File: src/rtl/psum_drain_pkg.sv
// Shared definitions for the psum drain: FSM states, default datapath widths
// and the frame-size helper.
package psum_drain_pkg;

  typedef enum logic [1:0] {
    IDLE = 2'd0,
    RUN  = 2'd1,
    DONE = 2'd2
  } drain_state_t;

  // Default widths, shared with the MAC datapath that fills the output FIFO.
  localparam int unsigned PSUM_DATA_WIDTH = 16;
  localparam int unsigned PSUM_ADDR_WIDTH = 8;

  // Number of result beats in one frame.
  function automatic int unsigned frame_beats(input int unsigned row_len,
                                              input int unsigned num_rows);
    return row_len * num_rows;
  endfunction

endpackage

File: src/rtl/psum_drain_if.sv
// Result stream of the psum drain: valid/ready beats with address and
// row/frame markers. master = drain, slave = result memory / host port.
interface psum_drain_if
  import psum_drain_pkg::*;
#(
  parameter int unsigned DATA_WIDTH = PSUM_DATA_WIDTH,
  parameter int unsigned ADDR_WIDTH = PSUM_ADDR_WIDTH
) ();

  logic                  out_valid;
  logic                  out_ready;
  logic [DATA_WIDTH-1:0] out_data;
  logic [ADDR_WIDTH-1:0] out_addr;
  logic                  out_row_last;
  logic                  out_frame_last;

  modport master (
    output out_valid, out_data, out_addr, out_row_last, out_frame_last,
    input  out_ready
  );

  modport slave (
    input  out_valid, out_data, out_addr, out_row_last, out_frame_last,
    output out_ready
  );

endinterface

File: src/rtl/psum_drain_skid_buf.sv
// Two-entry holding FIFO between the output-FIFO read port and the result
// stream. The caller guarantees no push when full and no pop when empty.
module drain_skid_buf #(
  parameter int unsigned WIDTH = 16
) (
  input  logic             clk,
  input  logic             rstn,
  input  logic             flush,
  input  logic             push,
  input  logic [WIDTH-1:0] push_data,
  input  logic             pop,
  output logic [WIDTH-1:0] head,
  output logic [1:0]       count
);

  logic [WIDTH-1:0] mem [2];
  logic             wr_ptr;
  logic             rd_ptr;

  // Storage, pointers and occupancy; flush empties without touching storage.
  always_ff @(posedge clk or negedge rstn) begin
    if (!rstn) begin
      mem[0] <= '0;
      mem[1] <= '0;
      wr_ptr <= 1'b0;
      rd_ptr <= 1'b0;
      count  <= '0;
    end else if (flush) begin
      wr_ptr <= 1'b0;
      rd_ptr <= 1'b0;
      count  <= '0;
    end else begin
      if (push) begin
        mem[wr_ptr] <= push_data;
        wr_ptr      <= ~wr_ptr;
      end
      if (pop) rd_ptr <= ~rd_ptr;
      count <= count + {1'b0, push} - {1'b0, pop};
    end
  end

  assign head = mem[rd_ptr];

endmodule

File: src/rtl/psum_drain.sv
// psum_drain: pops one ROW_LEN x NUM_ROWS frame of partial sums from the
// convolution output FIFO and presents them as an addressed valid/ready
// result stream with row/frame markers.
// Optional feature macro: PSUM_RELU_EN (clamp negative psums to 0 on capture).
module psum_drain
  import psum_drain_pkg::*;
#(
  parameter int unsigned DATA_WIDTH = PSUM_DATA_WIDTH,
  parameter int unsigned ROW_LEN    = 4,
  parameter int unsigned NUM_ROWS   = 4,
  parameter int unsigned ADDR_WIDTH = PSUM_ADDR_WIDTH
) (
  input  logic                  clk,
  input  logic                  rstn,
  input  logic                  start,
  input  logic                  clr,
  input  logic [ADDR_WIDTH-1:0] base_addr,
  input  logic                  fifo_empty,
  output logic                  fifo_ren,
  input  logic [DATA_WIDTH-1:0] fifo_dout,
  output logic                  busy,
  output logic                  done,
  psum_drain_if.master          res
);

  localparam int unsigned FRAME_BEATS = frame_beats(ROW_LEN, NUM_ROWS);
  localparam int unsigned BW = (FRAME_BEATS > 1) ? $clog2(FRAME_BEATS) : 1;
  localparam int unsigned IW = $clog2(FRAME_BEATS + 1);
  localparam int unsigned CW = (ROW_LEN > 1) ? $clog2(ROW_LEN) : 1;
  localparam int unsigned RW = (NUM_ROWS > 1) ? $clog2(NUM_ROWS) : 1;

  drain_state_t          state, state_nxt;
  logic [ADDR_WIDTH-1:0] base_q;
  logic [BW-1:0]         beat_q;
  logic [CW-1:0]         col_q;
  logic [RW-1:0]         row_q;
  logic [IW-1:0]         iss_q;
  logic                  infl_q;

  logic [DATA_WIDTH-1:0] push_data;
  logic [DATA_WIDTH-1:0] buf_head;
  logic [1:0]            buf_cnt;
  logic                  out_valid;
  logic                  hs;
  logic                  row_last;
  logic                  frame_end;
  logic [2:0]            fill_next;

  assign out_valid = (buf_cnt != 2'd0);
  assign hs        = out_valid && res.out_ready;
  assign row_last  = (col_q == CW'(ROW_LEN - 1));
  assign frame_end = hs && row_last && (row_q == RW'(NUM_ROWS - 1));

  // Occupancy is counted after this cycle's pop so a word can be requested
  // every cycle while the consumer keeps accepting; the buffer still never
  // holds more than two words once the in-flight read lands.
  assign fill_next = 3'(buf_cnt) + {2'b00, infl_q} - {2'b00, hs};

`ifdef PSUM_RELU_EN
  assign push_data = fifo_dout[DATA_WIDTH-1] ? '0 : fifo_dout;
`else
  assign push_data = fifo_dout;
`endif

  // Read issue: only in RUN, never on empty, never beyond the frame.
  always_comb begin
    fifo_ren = 1'b0;
    if (state == RUN && !clr && !fifo_empty &&
        iss_q < IW'(FRAME_BEATS) && fill_next < 3'd2)
      fifo_ren = 1'b1;
  end

  // Next-state logic; clr wins over everything including start.
  always_comb begin
    state_nxt = state;
    case (state)
      IDLE:    if (start) state_nxt = RUN;
      RUN:     if (frame_end) state_nxt = DONE;
      DONE:    state_nxt = IDLE;
      default: state_nxt = IDLE;
    endcase
    if (clr) state_nxt = IDLE;
  end

  // State register.
  always_ff @(posedge clk or negedge rstn) begin
    if (!rstn) state <= IDLE;
    else       state <= state_nxt;
  end

  // Base latch, issue/beat/column/row counters and in-flight read flag.
  always_ff @(posedge clk or negedge rstn) begin
    if (!rstn) begin
      base_q <= '0;
      beat_q <= '0;
      col_q  <= '0;
      row_q  <= '0;
      iss_q  <= '0;
      infl_q <= 1'b0;
    end else if (clr) begin
      beat_q <= '0;
      col_q  <= '0;
      row_q  <= '0;
      iss_q  <= '0;
      infl_q <= 1'b0;
    end else begin
      infl_q <= fifo_ren;
      if (state == IDLE && start) begin
        base_q <= base_addr;
        beat_q <= '0;
        col_q  <= '0;
        row_q  <= '0;
        iss_q  <= '0;
      end else begin
        if (fifo_ren) iss_q <= iss_q + IW'(1);
        if (hs) begin
          beat_q <= beat_q + BW'(1);
          if (row_last) begin
            col_q <= '0;
            row_q <= row_q + RW'(1);
          end else begin
            col_q <= col_q + CW'(1);
          end
        end
      end
    end
  end

  drain_skid_buf #(
    .WIDTH (DATA_WIDTH)
  ) u_skid (
    .clk       (clk),
    .rstn      (rstn),
    .flush     (clr),
    .push      (infl_q),
    .push_data (push_data),
    .pop       (hs),
    .head      (buf_head),
    .count     (buf_cnt)
  );

  assign res.out_valid      = out_valid;
  assign res.out_data       = out_valid ? buf_head : '0;
  assign res.out_addr       = out_valid ? base_q + ADDR_WIDTH'(beat_q) : '0;
  assign res.out_row_last   = out_valid && row_last;
  assign res.out_frame_last = out_valid && (beat_q == BW'(FRAME_BEATS - 1));

  assign busy = (state != IDLE);
  assign done = (state == DONE);

endmodule

File: src/flat_wrapper.sv
// flat-port wrapper written by rule: the top's interface ports become plain ports
module psum_drain_flat import psum_drain_pkg::*;
#(
  parameter int unsigned DATA_WIDTH = PSUM_DATA_WIDTH,
  parameter int unsigned ROW_LEN    = 4,
  parameter int unsigned NUM_ROWS   = 4,
  parameter int unsigned ADDR_WIDTH = PSUM_ADDR_WIDTH
)
  (clk, rstn, start, clr, base_addr, fifo_empty, fifo_ren, fifo_dout, busy, done, res_out_valid, res_out_data, res_out_addr, res_out_row_last, res_out_frame_last, res_out_ready);
  psum_drain_if #(.DATA_WIDTH(DATA_WIDTH), .ADDR_WIDTH(ADDR_WIDTH)) res_i ();
  input  logic clk;
  input  logic rstn;
  input  logic start;
  input  logic clr;
  input  logic [ADDR_WIDTH-1:0] base_addr;
  input  logic fifo_empty;
  output logic fifo_ren;
  input  logic [DATA_WIDTH-1:0] fifo_dout;
  output logic busy;
  output logic done;
  output wire logic [$bits(res_i.out_valid)-1:0] res_out_valid;
  output wire logic [$bits(res_i.out_data)-1:0] res_out_data;
  output wire logic [$bits(res_i.out_addr)-1:0] res_out_addr;
  output wire logic [$bits(res_i.out_row_last)-1:0] res_out_row_last;
  output wire logic [$bits(res_i.out_frame_last)-1:0] res_out_frame_last;
  input wire logic [$bits(res_i.out_ready)-1:0] res_out_ready;
  assign res_out_valid = res_i.out_valid;
  assign res_out_data = res_i.out_data;
  assign res_out_addr = res_i.out_addr;
  assign res_out_row_last = res_i.out_row_last;
  assign res_out_frame_last = res_i.out_frame_last;
  assign res_i.out_ready = res_out_ready;
  psum_drain #(.DATA_WIDTH(DATA_WIDTH), .ROW_LEN(ROW_LEN), .NUM_ROWS(NUM_ROWS), .ADDR_WIDTH(ADDR_WIDTH)) u_core (.clk(clk), .rstn(rstn), .start(start), .clr(clr), .base_addr(base_addr), .fifo_empty(fifo_empty), .fifo_ren(fifo_ren), .fifo_dout(fifo_dout), .busy(busy), .done(done), .res(res_i));
endmodule
File: config.mk
export PLATFORM = sky130hd
export DESIGN_NAME = psum_drain_flat
export DESIGN_NICKNAME = d
export VERILOG_FILES = /design/src/rtl/psum_drain_pkg.sv /design/src/rtl/psum_drain_if.sv /design/src/rtl/psum_drain_skid_buf.sv /design/src/rtl/psum_drain.sv /design/src/flat_wrapper.sv
export SDC_FILE = /design/constraint.sdc
export NUM_CORES = 1
export LEC_CHECK = 0
export CELL_PAD_IN_SITES_DETAIL_PLACEMENT = 1
export CELL_PAD_IN_SITES_GLOBAL_PLACEMENT = 1
export CORE_MARGIN = 3
export CORE_UTILIZATION = 41
export DETAILED_ROUTE_END_ITERATION = 7
export GPL_ROUTABILITY_DRIVEN = 0
export PLACE_DENSITY_LB_ADDON = 0.1
export SLEW_MARGIN = 0
export SYNTH_ARGS = -nofsm -noshare
export SYNTH_HDL_FRONTEND = slang
export SYNTH_SLANG_ARGS = --single-unit
File: constraint.sdc
create_clock -name clk -period 4.87 [get_ports clk]
set_clock_uncertainty 0.1 [all_clocks]
set_input_delay 1.2175 -clock clk [delete_from_list [all_inputs] [get_ports clk]]
set_output_delay 1.2175 -clock clk [all_outputs]
set_load 0.03 [all_outputs]
Word-level counts from Yosys, hierarchy flattened. Index checks and enable logic that the tools add are counted.

Word-level logic and storage cells: 96. Bits in latches: 0. Memory bits (read-only): 0. Flip-flop bits (word level): 60. Memories: 0. Input port bits: 30. Memory bits (writable): 0. Output and inout port bits: 30.

Equal/unequal tests: 7. Multiplexer cells: 33. Reduce and logical (&&, ||, !) cells: 25. $mul: 0. Shift-type cells: 0. Divide/modulo/power cells: 0. Add/sub/neg operators: 9. Bitwise operators: 5. $lt $le $gt $ge: 5.

Operators with widths (number): $mux W16 (5); $bwmux W32 (1); $mux W2 (12); $demux W16 S1 (1); $mux W5 (3); $mux W4 (3); $logic_and A1 B1 Y1 (11); $reduce_bool A3 Y1 (3); $add A8 B4 Y8 (1); $mux W8 (1); $reduce_and A2 Y1 (4); $reduce_bool A2 Y1 (4); $eq A2 B2 Y1 const B (3); $mux W1 (6); $add A5 B1 Y5 const B (1); $lt A5 B5 Y1 const B (1); $add A2 B1 Y2 const B (2); $add A4 B1 Y4 const B (1); $eq A4 B4 Y1 const B (1); $ge A2 B2 Y1 const B (2); $not A1 Y2 (2); $pmux W2 S2 (1); $add A2 B1 Y3 (1); $lt A3 B2 Y1 const B (1); 10 further kinds (13).

Longest topological paths before layout. Gate-level depths: netlist (run 1).

Depth in word-level cells: 9. Mapped depth: 10. Gate-level depth less buffers: 9.

Cells and area by module. Synthesis (run 1) repeated with hierarchy kept, for this count alone.

Cell total of the unflattened synthesis: 252. Area total of the unflattened synthesis: 3079.2 µm².

By module, submodules not included: drain_skid_buf (times used 1, area an instance 1599.0 µm², cells each 101, seq. area each 900.9 µm²); psum_drain (times used 1, area an instance 1480.2 µm², cells each 151, seq. area each 600.6 µm²).

Worst setup path before layout (run 1). Ideal clock, no wire load.

Path type: input -> output. Start point: in res_out_ready. End point: out fifo_ren. Path slack: 89 ps. Data required time: 3553 ps. Stages on the path: 8. Data arrival time: 3463 ps. Cell sequence: o21a_1 -> buf_2 -> nand2b_1 -> nand2_1 -> ha_1 -> fa_1 -> or3_2 -> nor3_1.

Word-level cells in the longest chain between the ends: 5.

Ends and longest elaborated chain: from (decl) (line flat_wrapper.sv:26) `input wire logic [$bits(res_i.out_ready)-1:0] res_out_ready;`; $logic_and A1 B1 Y1 (line psum_drain.sv:50) `assign hs = out_valid && res.out_ready;`; $sub A3 B1 Y3 (line psum_drain.sv:57) `assign fill_next = 3'(buf_cnt) + {2'b00, infl_q} - {2'b00, hs};`; $lt A3 B2 Y1 (line psum_drain.sv:69) `iss_q < IW'(FRAME_BEATS) && fill_next < 3'd2)`; $logic_and A1 B1 Y1 (line psum_drain.sv:69); $mux W1 (line psum_drain.sv:68) `if (state == RUN && !clr && !fifo_empty &&`; to (decl) (line flat_wrapper.sv:17) `output logic fifo_ren;`.

No other way between the ends.

Worst setup path in the final report (run 1). Ends and elaborated chain as after synthesis.

==> results of run 1 <==
cell families (layout without fill, tap and decap cells):
group | after synthesis | count (layout) | share of synthesized area (%)
and+or+nand+nor | 76 | 76 | 13.0
DFF | 60 | 60 | 50.1
muxes | 56 | 56 | 20.4
AOI/OAI and AO/OA | 28 | 28 | 5.76
buffers and inverters | 16 | 90 | 2.80
adders and majority gates | 11 | 11 | 5.09
xor gates and xnor gates | 10 | 10 | 2.92
power by group:
group	leakage, nW	switching, mW	internal [mW]
registers	0.792	0.0997	0.612
clock network	0.0852	0.195	0.195
logic	0.852	0.470	0.420
sequential cells by signal (all words and copies together) (netlist names):
register / flops
u_core.infl_q: 1
u_core.beat_q: 4
u_core.base_q: 8
u_core.u_skid.rd_ptr: 1
u_core.iss_q: 5
u_core.u_skid.wr_ptr: 1
u_core.u_skid.count: 2
u_core.row_q: 2
u_core.state: 2
u_core.u_skid.mem: 32
u_core.col_q: 2
worst max-delay path, cell delays in order:
cell	delay, ns
dlymetal6s2s_1	0.14
o21a_1	0.12
nand2b_1	0.09
nand2_1	0.06
ha_1	0.19
fa_1	0.37
xnor2_1	0.15
or3_2	0.45
nor3_2	0.17
buf_4	0.14
buf_12	0.11
metal layers:
metal	up-vias	track usage [%]	wire length, um
li1	1037	-	-
met1	1104	22.0	2980
met2	51	30.2	3500
met3	8	5.47	339
met4	0	4.52	61
met5	-	0	0
cells in the mapped netlist (all sizes together) (5+ instances only):
cell and count:
xnor2 6, mux2i 16, nor3 5, ha 9, nand2 14, nor2 33, dfrtp 60, nand3 5
buf 7, a21oi 9, mux2 40, inv 7, o21ai 7
cell type report:
type                       count  area (um2)
fill                         750        3040
inverter                       7        26.3
tap                           96         120
clock inverter                 4        26.3
timing repair buffer          68         666
multi-input combinational    181        1420
sequential                    60        1500
clock buffer                  11         141
worst paths after layout:
| kind | startpoint | endpoint | depth (start not counted) |
|---|---|---|---|
| min in group asynchronous | rstn | u_core.base_q[1] | 1 |
| min | u_core.u_skid.mem[31] | u_core.u_skid.mem[31] | 1 |
| max reg2reg | u_core.u_skid.count[1] | u_core.iss_q[3] | 10 |
| max in group asynchronous | rstn | u_core.u_skid.mem[31] | 2 |
| min reg2reg | u_core.u_skid.mem[31] | u_core.u_skid.mem[31] | 1 |
| max | res_out_ready | fifo_ren | 11 |
repair_timing:
action,in CTS,in global routing
pin swaps,0,1
endpoints found under the hold margin,0,0
setup endpoints to repair,1,1
gates cloned,0,0
setup buffers,0,0
gates resized for setup,1,2
per-stage QoR:
stage,area (um2),setup slack [ns],cells
global route,3900,0.195,427
finish,3900,0.353,427
floorplan,3000,0.0893,257
detailed placement,3730,0.00594,412
CTS,3900,0.0233,427
global placement,3730,-0.00737,412
==> results.txt, run 1 <==
Outcome -> finished clean
Port Buf Inserts -> 59
Relative max-transition margin -> 32.9%
Max cap viols -> 0
First-pass GRT wire length -> 11800 um
Core Box Area -> 6940 um2
Congestion Overflow GR -> 0
CTS max path bufs -> 2
Top cell type's share of synthesized area -> 50.1%
CP Data Arrival Time -> 3.20 ns
Layout cells sized above 1 -> 22.4%
Fin Hold WS -> 0.405 ns
Synth cell types -> 42
Fmax -> 0.221 GHz
DR pass1 iterations -> 4
Mapped cell area -> 3000 um2
Worst skew pair latency -> 0.33 ns
Post-route minimum period -> 4.52 ns
Initial core utilization -> 43.2%
Vias -> 2200
Synth area leader -> dfrtp_1
Share of flip-flops with an asynchronous set or reset -> 100%
Iter 0 DRT Violations -> 84
Area Growth Syn to Fin -> 30.1%
Final Hold Fails -> 0
Measured slew at the worst slew-check pin -> 1.01 ns
CTS Hold Bufs -> 0
Number of synthesized flops with an enable pin -> 0
Largest cells by area after synthesis -> dfrtp_1, mux2_2, mux2i_1, nor2_1, ha_1
Total power -> 1.99 mW
CTS sink cnt -> 60
Final Util -> 56.2%
Critical Path RT -> 3.55 ns
DRC viols -> 0
Die height -> 91.5 um
Clock transition at the registers of the reported paths -> 0.06 ns
Leak pwr -> 1.73 nW
Synth Instances -> 257
Crit Path Max Fanout -> 2
Main flop type after synthesis -> dfrtp_1
Die area -> 8380 um2
H-tree depth -> 3
CTS root buf -> clkbuf_8
FP Rows -> 30
CTS tree -> built
Critical Path Start Type -> primary input
Commonest non-fill, non-tap cell in the layout -> dfrtp_1
Ports -> 60
Critical path type -> in -> out
Fin Setup TNS -> 0 ns
Yosys reg bits -> 60
DP HPWL -> 4870 um
Most frequent cells in the layout -> dfrtp_1, clkdlybuf4s50_1, mux2_2
Gr usage total -> 17.8%
Avg Inst Size Synth -> 11.7 um2
Nets -> 368
Tcrit/Tclk final -> 92.8%
Final setup fails -> 0
Wire length per cell -> 16.1 um
RSZ-0062 raised after global routing -> false
Worst vdd ir -> 0.293 mV
HP Class -> reg -> reg
Yosys warning count -> 0
Diodes inserted -> 0
Register area share after synthesis -> 50.1%
Initial antenna violation count -> 0
Power per cell area -> 510 nW/um2
Die W -> 91.5 um
Vias in the first global route -> 2431
CTS Buf Count -> 9
Net count after synthesis -> 298
Final Slew Violations -> 0
Largest net degree at the start of global routing -> 42
R2R setup slack -> 2.19 ns
CP Capture Type -> output pin
DRT Wirelength -> 6880 um
DRT antenna net count -> 0
DR vias/cell -> 5.15
(Power assumes the default switching activity.)
==> inputs of run 2 (changes only) <==
Settings changed: CORE_UTILIZATION 41 to 44, HOLD_SLACK_MARGIN set to 0.1.
Clock period 4.87 ns to 5.2 ns, I/O delays scaled along.
==> results.txt, run 2 (synthesis gave the netlist of run 1 again) <==
Leak pwr -> 1.74 nW (was 1.73 nW)
Diodes inserted -> 0 (unchanged)
Psw -> 0.716 mW (was 0.765 mW)
Met2 wire length -> 3450 um (was 3500 um)
Uppermost layer routed -> met4 (unchanged)
Area Growth Syn to Fin -> 31.0% (was 30.1%)
Sequence of cells on the critical path -> clkdlybuf4s50_1, o21a_1, nand2b_1, nand2_1, ha_1, fa_2, or3_2, nor3_2, buf_4, buf_12 (was dlymetal6s2s_1, o21a_1, nand2b_1, nand2_1, ha_1, fa_1, xnor2_1, or3_2, nor3_2, buf_4, buf_12)
DRT met1 WL -> 3070 um (was 2980 um)
H-tree depth -> 3 (unchanged)
CTS sink cnt -> 60 (unchanged)
CTS tree -> built (unchanged)
Wire length per cell -> 16.9 um (was 16.1 um)
DR vias/cell -> 5.32 (was 5.15)
DRT antenna net count -> 0 (unchanged)
Congestion Overflow GR -> 0 (unchanged)
Crit Path Max Fanout -> 3 (was 2)
Fmax -> 0.200 GHz
CP Capture Type -> output pin (unchanged)
DRT Wirelength -> 6830 um (was 6880 um)
Critical Path RT -> 3.80 ns (was 3.55 ns)
Layout cells sized above 1 -> 22.3% (was 22.4%)
Max FFs per register -> 32 (unchanged)
Core Box Area -> 6490 um2 (was 6940 um2)
Fin Setup TNS -> 0 ns (unchanged)
Final Slew Violations -> 0 (unchanged)
CP Data Arrival Time -> 3.60 ns (was 3.20 ns)
HP Class -> reg -> reg (unchanged)
DR pass1 iterations -> 4 (unchanged)
Gr usage total -> 18.9% (was 17.8%)
Post-route minimum period -> 5.00 ns
Die W -> 88.6 um (was 91.5 um)
Biggest regs -> u_core.u_skid.mem x32, u_core.base_q x8, u_core.iss_q x5 (unchanged)
Total power -> 2.00 mW (was 1.99 mW)
Final Hold Fails -> 0 (unchanged)
CTS Buf Count -> 9 (unchanged)
Max cap viols -> 0 (unchanged)
Worst vdd ir -> 0.243 mV (was 0.293 mV)
Port Buf Inserts -> 59 (unchanged)
Area occupied by registers -> 1500 um2 (unchanged)
Comb power frac -> 40.4% (was 44.7%)
DRC viols -> 0 (unchanged)
Nets -> 364 (was 368)
Post-CTS Setup Bufs -> 0 (unchanged)
Critical Path Start Type -> primary input (unchanged)
CTS root buf -> clkbuf_8 (unchanged)
First-pass GRT wire length -> 11200 um (was 11800 um)
Die area -> 7840 um2 (was 8380 um2)
DP HPWL -> 4740 um (was 4870 um)
Largest reg by FF count -> u_core.u_skid.mem (unchanged)
Commonest non-fill, non-tap cell in the layout -> dfrtp_1 (unchanged)
Clock transition at the registers of the reported paths -> 0.07 ns (was 0.06 ns)
RSZ-0062 raised after global routing -> false (unchanged)
CP delay by family, top -> simple AND/OR/NAND/NOR gates (unchanged)
CTS max path bufs -> 2 (unchanged)
Post-CTS Resized -> 0 (was 1)
Layout fillers -> 668 (was 750)
Reg power frac -> 33.5% (was 35.7%)
Initial antenna violation count -> 0 (unchanged)
Critical path type -> in -> out (unchanged)
Power per cell area -> 508 nW/um2 (was 510 nW/um2)
Tcrit/Tclk final -> 96.2%
Measured slew at the worst slew-check pin -> 1.07 ns (was 1.01 ns)
Clk pwr share -> 26.2% (was 19.6%)
Multi-input gate area -> 1420 um2 (about the same)
FP Rows -> 29 (was 30)
Largest net degree at the start of global routing -> 42 (unchanged)
Outcome -> finished clean (unchanged)
Internal power -> 1.28 mW (was 1.23 mW)
Slowest stage delay, CP -> 0.49 ns (was 0.45 ns)
Sw Share -> 35.9% (was 38.4%)
Vias in the first global route -> 2360 (was 2431)
WL met3 -> 250 um (was 339 um)
Crit path max-delay cell type -> clkdlybuf4s50_1 (was or3_2)
Ports -> 60 (unchanged)
Final setup fails -> 0 (unchanged)
Iter 0 DRT Violations -> 37 (was 84)
CTS Hold Bufs -> 0 (unchanged)
Relative max-transition margin -> 28.8% (was 32.9%)
Vias -> 2156 (was 2200)
Worst Path Buf+Inv -> 3 (unchanged)
Initial core utilization -> 46.2% (was 43.2%)
Die height -> 88.6 um (was 91.5 um)
Worst skew pair latency -> 0.33 ns (about the same)
Most frequent cells in the layout -> dfrtp_1, clkdlybuf4s50_1, mux2_2 (unchanged)
run 2: final timing paths:
check	startpoint	endpoint	slack [ns]	cells past startpoint
setup / recovery	res_out_ready	fifo_ren	0.20	10
hold / removal	u_core.u_skid.mem[31]	u_core.u_skid.mem[31]	0.41	1
setup reg to reg	u_core.u_skid.count[1]	u_core.iss_q[3]	2.59	9
hold reg to reg	u_core.u_skid.mem[31]	u_core.u_skid.mem[31]	0.41	1
max in group asynchronous	rstn	u_core.u_skid.mem[18]	3.29	2
min in group asynchronous	rstn	u_core.u_skid.mem[9]	0.81	1
run 2: cell type report:
cell class	count	area share (%)
sequential	60	38.2
timing repair buffer	64	16.1
tap	77	2.45
inverter	7	0.669
multi-input combinational	181	36.2
clock inverter	6	2.83
clock buffer	10	3.50
run 2: power by group through the flow:
stage | registers (mW) | clock network, mW | logic [mW]
after floorplan | 0.630 | 0 | 0.553
after global placement | 0.669 | 0 | 0.799
after detailed placement | 0.677 | 0 | 0.808
after CTS | 0.670 | 0.534 | 0.814
after global routing | 0.685 | 0.562 | 0.877
final | 0.668 | 0.523 | 0.806
run 2: per-layer routing:
layer  track usage, %  up-vias
met2             32.8       48
met5                0        -
met4             7.01        0
met3             4.00        6
met1             23.2     1066
li1                 -     1036
run 2: worst register-to-register path: stages (launching register included):
cell and delay, ns:
dfrtp_1 0.44, o21a_1 0.22, nand2b_1 0.12, nand2_1 0.07, ha_1 0.20, fa_2 0.46, nor3_4 0.17, nand4b_4 0.17
or4_1 0.44, a21oi_1 0.16
run 2: metrics by stage:
step                      hold WS [ns]  std cells  setup WS [ns]  util [%]  instance area, um2
after global routing             0.436        405         0.0335      60.5                3930
after floorplan                  0.379        257          0.254         -                3000
after CTS                        0.411        405          0.124      60.4                3920
after detailed placement         0.394        389          0.156      56.6                3670
after global placement           0.387        389          0.172      56.6                3670
final                            0.408        405          0.199      60.5                3930
==> inputs of run 3 (changes only) <==
Settings changed: CORE_ASPECT_RATIO set to 1.1, CORE_UTILIZATION 44 to 30.
==> results.txt, run 3 (synthesis gave the netlist of run 1 again) <==
Outcome -> finished clean (unchanged)
Gr usage total -> 14.0% (was 18.9%)
RSZ-0062 raised after global routing -> false (unchanged)
Clk pwr share -> 20.5% (was 26.2%)
Met2 wire length -> 3360 um (was 3450 um)
Biggest regs -> u_core.u_skid.mem x32, u_core.base_q x8, u_core.iss_q x5 (unchanged)
Critical path type -> in -> out (unchanged)
Layout cells sized above 1 -> 22.0% (was 22.3%)
Comb power frac -> 43.8% (was 40.4%)
Critical Path Start Type -> primary input (unchanged)
Largest reg by FF count -> u_core.u_skid.mem (unchanged)
Critical Path RT -> 3.80 ns (about the same)
Final Slew Violations -> 0 (unchanged)
FP Rows -> 37 (was 29)
Die area -> 11200 um2 (was 7840 um2)
Die height -> 111 um (was 88.6 um)
Reg power frac -> 35.6% (was 33.5%)
CTS Buf Count -> 9 (unchanged)
Wire length per cell -> 16.0 um (was 16.9 um)
DRC viols -> 0 (unchanged)
Crit Path Max Fanout -> 3 (unchanged)
First-pass GRT wire length -> 12100 um (was 11200 um)
Post-CTS Setup Bufs -> 0 (unchanged)
Initial antenna violation count -> 0 (unchanged)
Clock transition at the registers of the reported paths -> 0.07 ns (about the same)
Total power -> 1.87 mW (was 2.00 mW)
WL met3 -> 296 um (was 250 um)
Layout fillers -> 1030 (was 668)
Fmax -> 0.199 GHz (was 0.200 GHz)
Area occupied by registers -> 1500 um2 (unchanged)
Iter 0 DRT Violations -> 48 (was 37)
CP Data Arrival Time -> 3.64 ns (was 3.60 ns)
DP HPWL -> 4960 um (was 4740 um)
Max cap viols -> 0 (unchanged)
CTS tree -> built (unchanged)
Psw -> 0.719 mW (was 0.716 mW)
Most frequent cells in the layout -> dfrtp_1, clkdlybuf4s50_1, mux2_2 (unchanged)
Core Box Area -> 9540 um2 (was 6490 um2)
CTS max path bufs -> 2 (unchanged)
DR pass1 iterations -> 4 (unchanged)
Vias -> 2168 (was 2156)
Placed inst area -> 3730 um2 (was 3670 um2)
Diodes inserted -> 0 (unchanged)
CTS root buf -> clkbuf_8 (unchanged)
DRT Wirelength -> 7130 um (was 6830 um)
Max FFs per register -> 32 (unchanged)
H-tree depth -> 3 (unchanged)
Final setup fails -> 0 (unchanged)
Fin cells -> 445 (was 405)
Congestion Overflow GR -> 0 (unchanged)
Port Buf Inserts -> 59 (unchanged)
Placed cell count -> 430 (was 389)
Post-route minimum period -> 5.04 ns (was 5.00 ns)
Die W -> 101 um (was 88.6 um)
HP Class -> reg -> reg (unchanged)
Sw Share -> 38.5% (was 35.9%)
Measured slew at the worst slew-check pin -> 1.01 ns (was 1.07 ns)
Internal power -> 1.15 mW (was 1.28 mW)
Multi-input gate area -> 1420 um2 (about the same)
Nets -> 365 (was 364)
Design Area, Final -> 3910 um2 (was 3930 um2)
CTS sink cnt -> 60 (unchanged)
DR vias/cell -> 4.87 (was 5.32)
Uppermost layer routed -> met4 (unchanged)
Largest net degree at the start of global routing -> 44 (was 42)
Power per cell area -> 477 nW/um2 (was 508 nW/um2)
Ports -> 60 (unchanged)
Relative max-transition margin -> 32.4% (was 28.8%)
Commonest non-fill, non-tap cell in the layout -> dfrtp_1 (unchanged)
Fin Setup TNS -> 0 ns (unchanged)
Initial core utilization -> 31.4% (was 46.2%)
CP Capture Type -> output pin (unchanged)
Worst skew pair latency -> 0.35 ns (was 0.33 ns)
Final Hold Fails -> 0 (unchanged)
DRT met1 WL -> 3300 um (was 3070 um)
Area Growth Syn to Fin -> 30.5% (was 31.0%)
Post-CTS Resized -> 0 (unchanged)
Vias in the first global route -> 2368 (was 2360)
CTS Hold Bufs -> 0 (unchanged)
Leak pwr -> 1.71 nW (was 1.74 nW)
Worst vdd ir -> 0.252 mV (was 0.243 mV)
Tcrit/Tclk final -> 96.8% (was 96.2%)
DRT antenna net count -> 0 (unchanged)
## run 3: cell count changes in the layout (fill, tap and decap cells not counted)
cell / before / now
buf_4: 5 / 6
bufinv_16: 3 / 0
clkbuf_8: 10 / 11
clkinv_2: 1 / 2
clkinv_4: 1 / 0
clkinvlp_4: 1 / 2
fa_1: 1 / 2
fa_2: 1 / 0
## run 3: critical path, cell delays in order
cell and delay (ns):
clkdlybuf4s50_1 0.43, o21a_1 0.13, nand2b_1 0.12, nand2_1 0.07, ha_1 0.19, fa_1 0.51
or3_2 0.50, nor3_2 0.13, buf_4 0.14, buf_12 0.11
## run 3: cell type report
class / count / area share [%]
tap: 117 / 3.74
timing repair buffer: 65 / 16.4
sequential: 60 / 38.4
clock buffer: 11 / 3.87
inverter: 7 / 0.672
multi-input combinational: 181 / 36.3
clock inverter: 4 / 0.640
## run 3: final timing paths
check,start,endpoint,slack (ns),cells past startpoint
max,res_out_ready,fifo_ren,0.16,10
min,u_core.u_skid.mem[10],u_core.u_skid.mem[10],0.41,1
max reg2reg,u_core.u_skid.count[1],u_core.iss_q[3],2.55,9
min reg2reg,u_core.u_skid.mem[10],u_core.u_skid.mem[10],0.41,1
max in group asynchronous,rstn,u_core.u_skid.mem[23],3.28,2
min in group asynchronous,rstn,u_core.base_q[7],0.80,1
## run 3: layer usage
metal / vias up / track usage [%]
met1: 1084 / 17.9
met2: 45 / 21.9
met3: 13 / 3.40
li1: 1026 / -
met5: - / 0
met4: 0 / 6.65
## run 3: through the flow
| stage | setup slack (ns) | hold WS (ns) | util [%] |
|---|---|---|---|
| 4_1_cts | 0.0814 | 0.413 | 41.0 |
| 3_5_place_dp | 0.0990 | 0.396 | 39.1 |
| 3_3_place_gp | 0.127 | 0.387 | 39.1 |
| 5_1_grt | 0.0195 | 0.417 | 41.0 |
| 2_1_floorplan | 0.254 | 0.379 | - |
| 6_report | 0.165 | 0.408 | 41.0 |
## run 3: power by group through the flow
stage / clock network [mW] / registers (mW) / logic, mW
6_report: 0.384 / 0.666 / 0.818
5_1_grt: 0.424 / 0.686 / 0.895
4_1_cts: 0.401 / 0.669 / 0.835
3_5_place_dp: 0 / 0.678 / 0.833
3_3_place_gp: 0 / 0.673 / 0.821
2_1_floorplan: 0 / 0.630 / 0.553
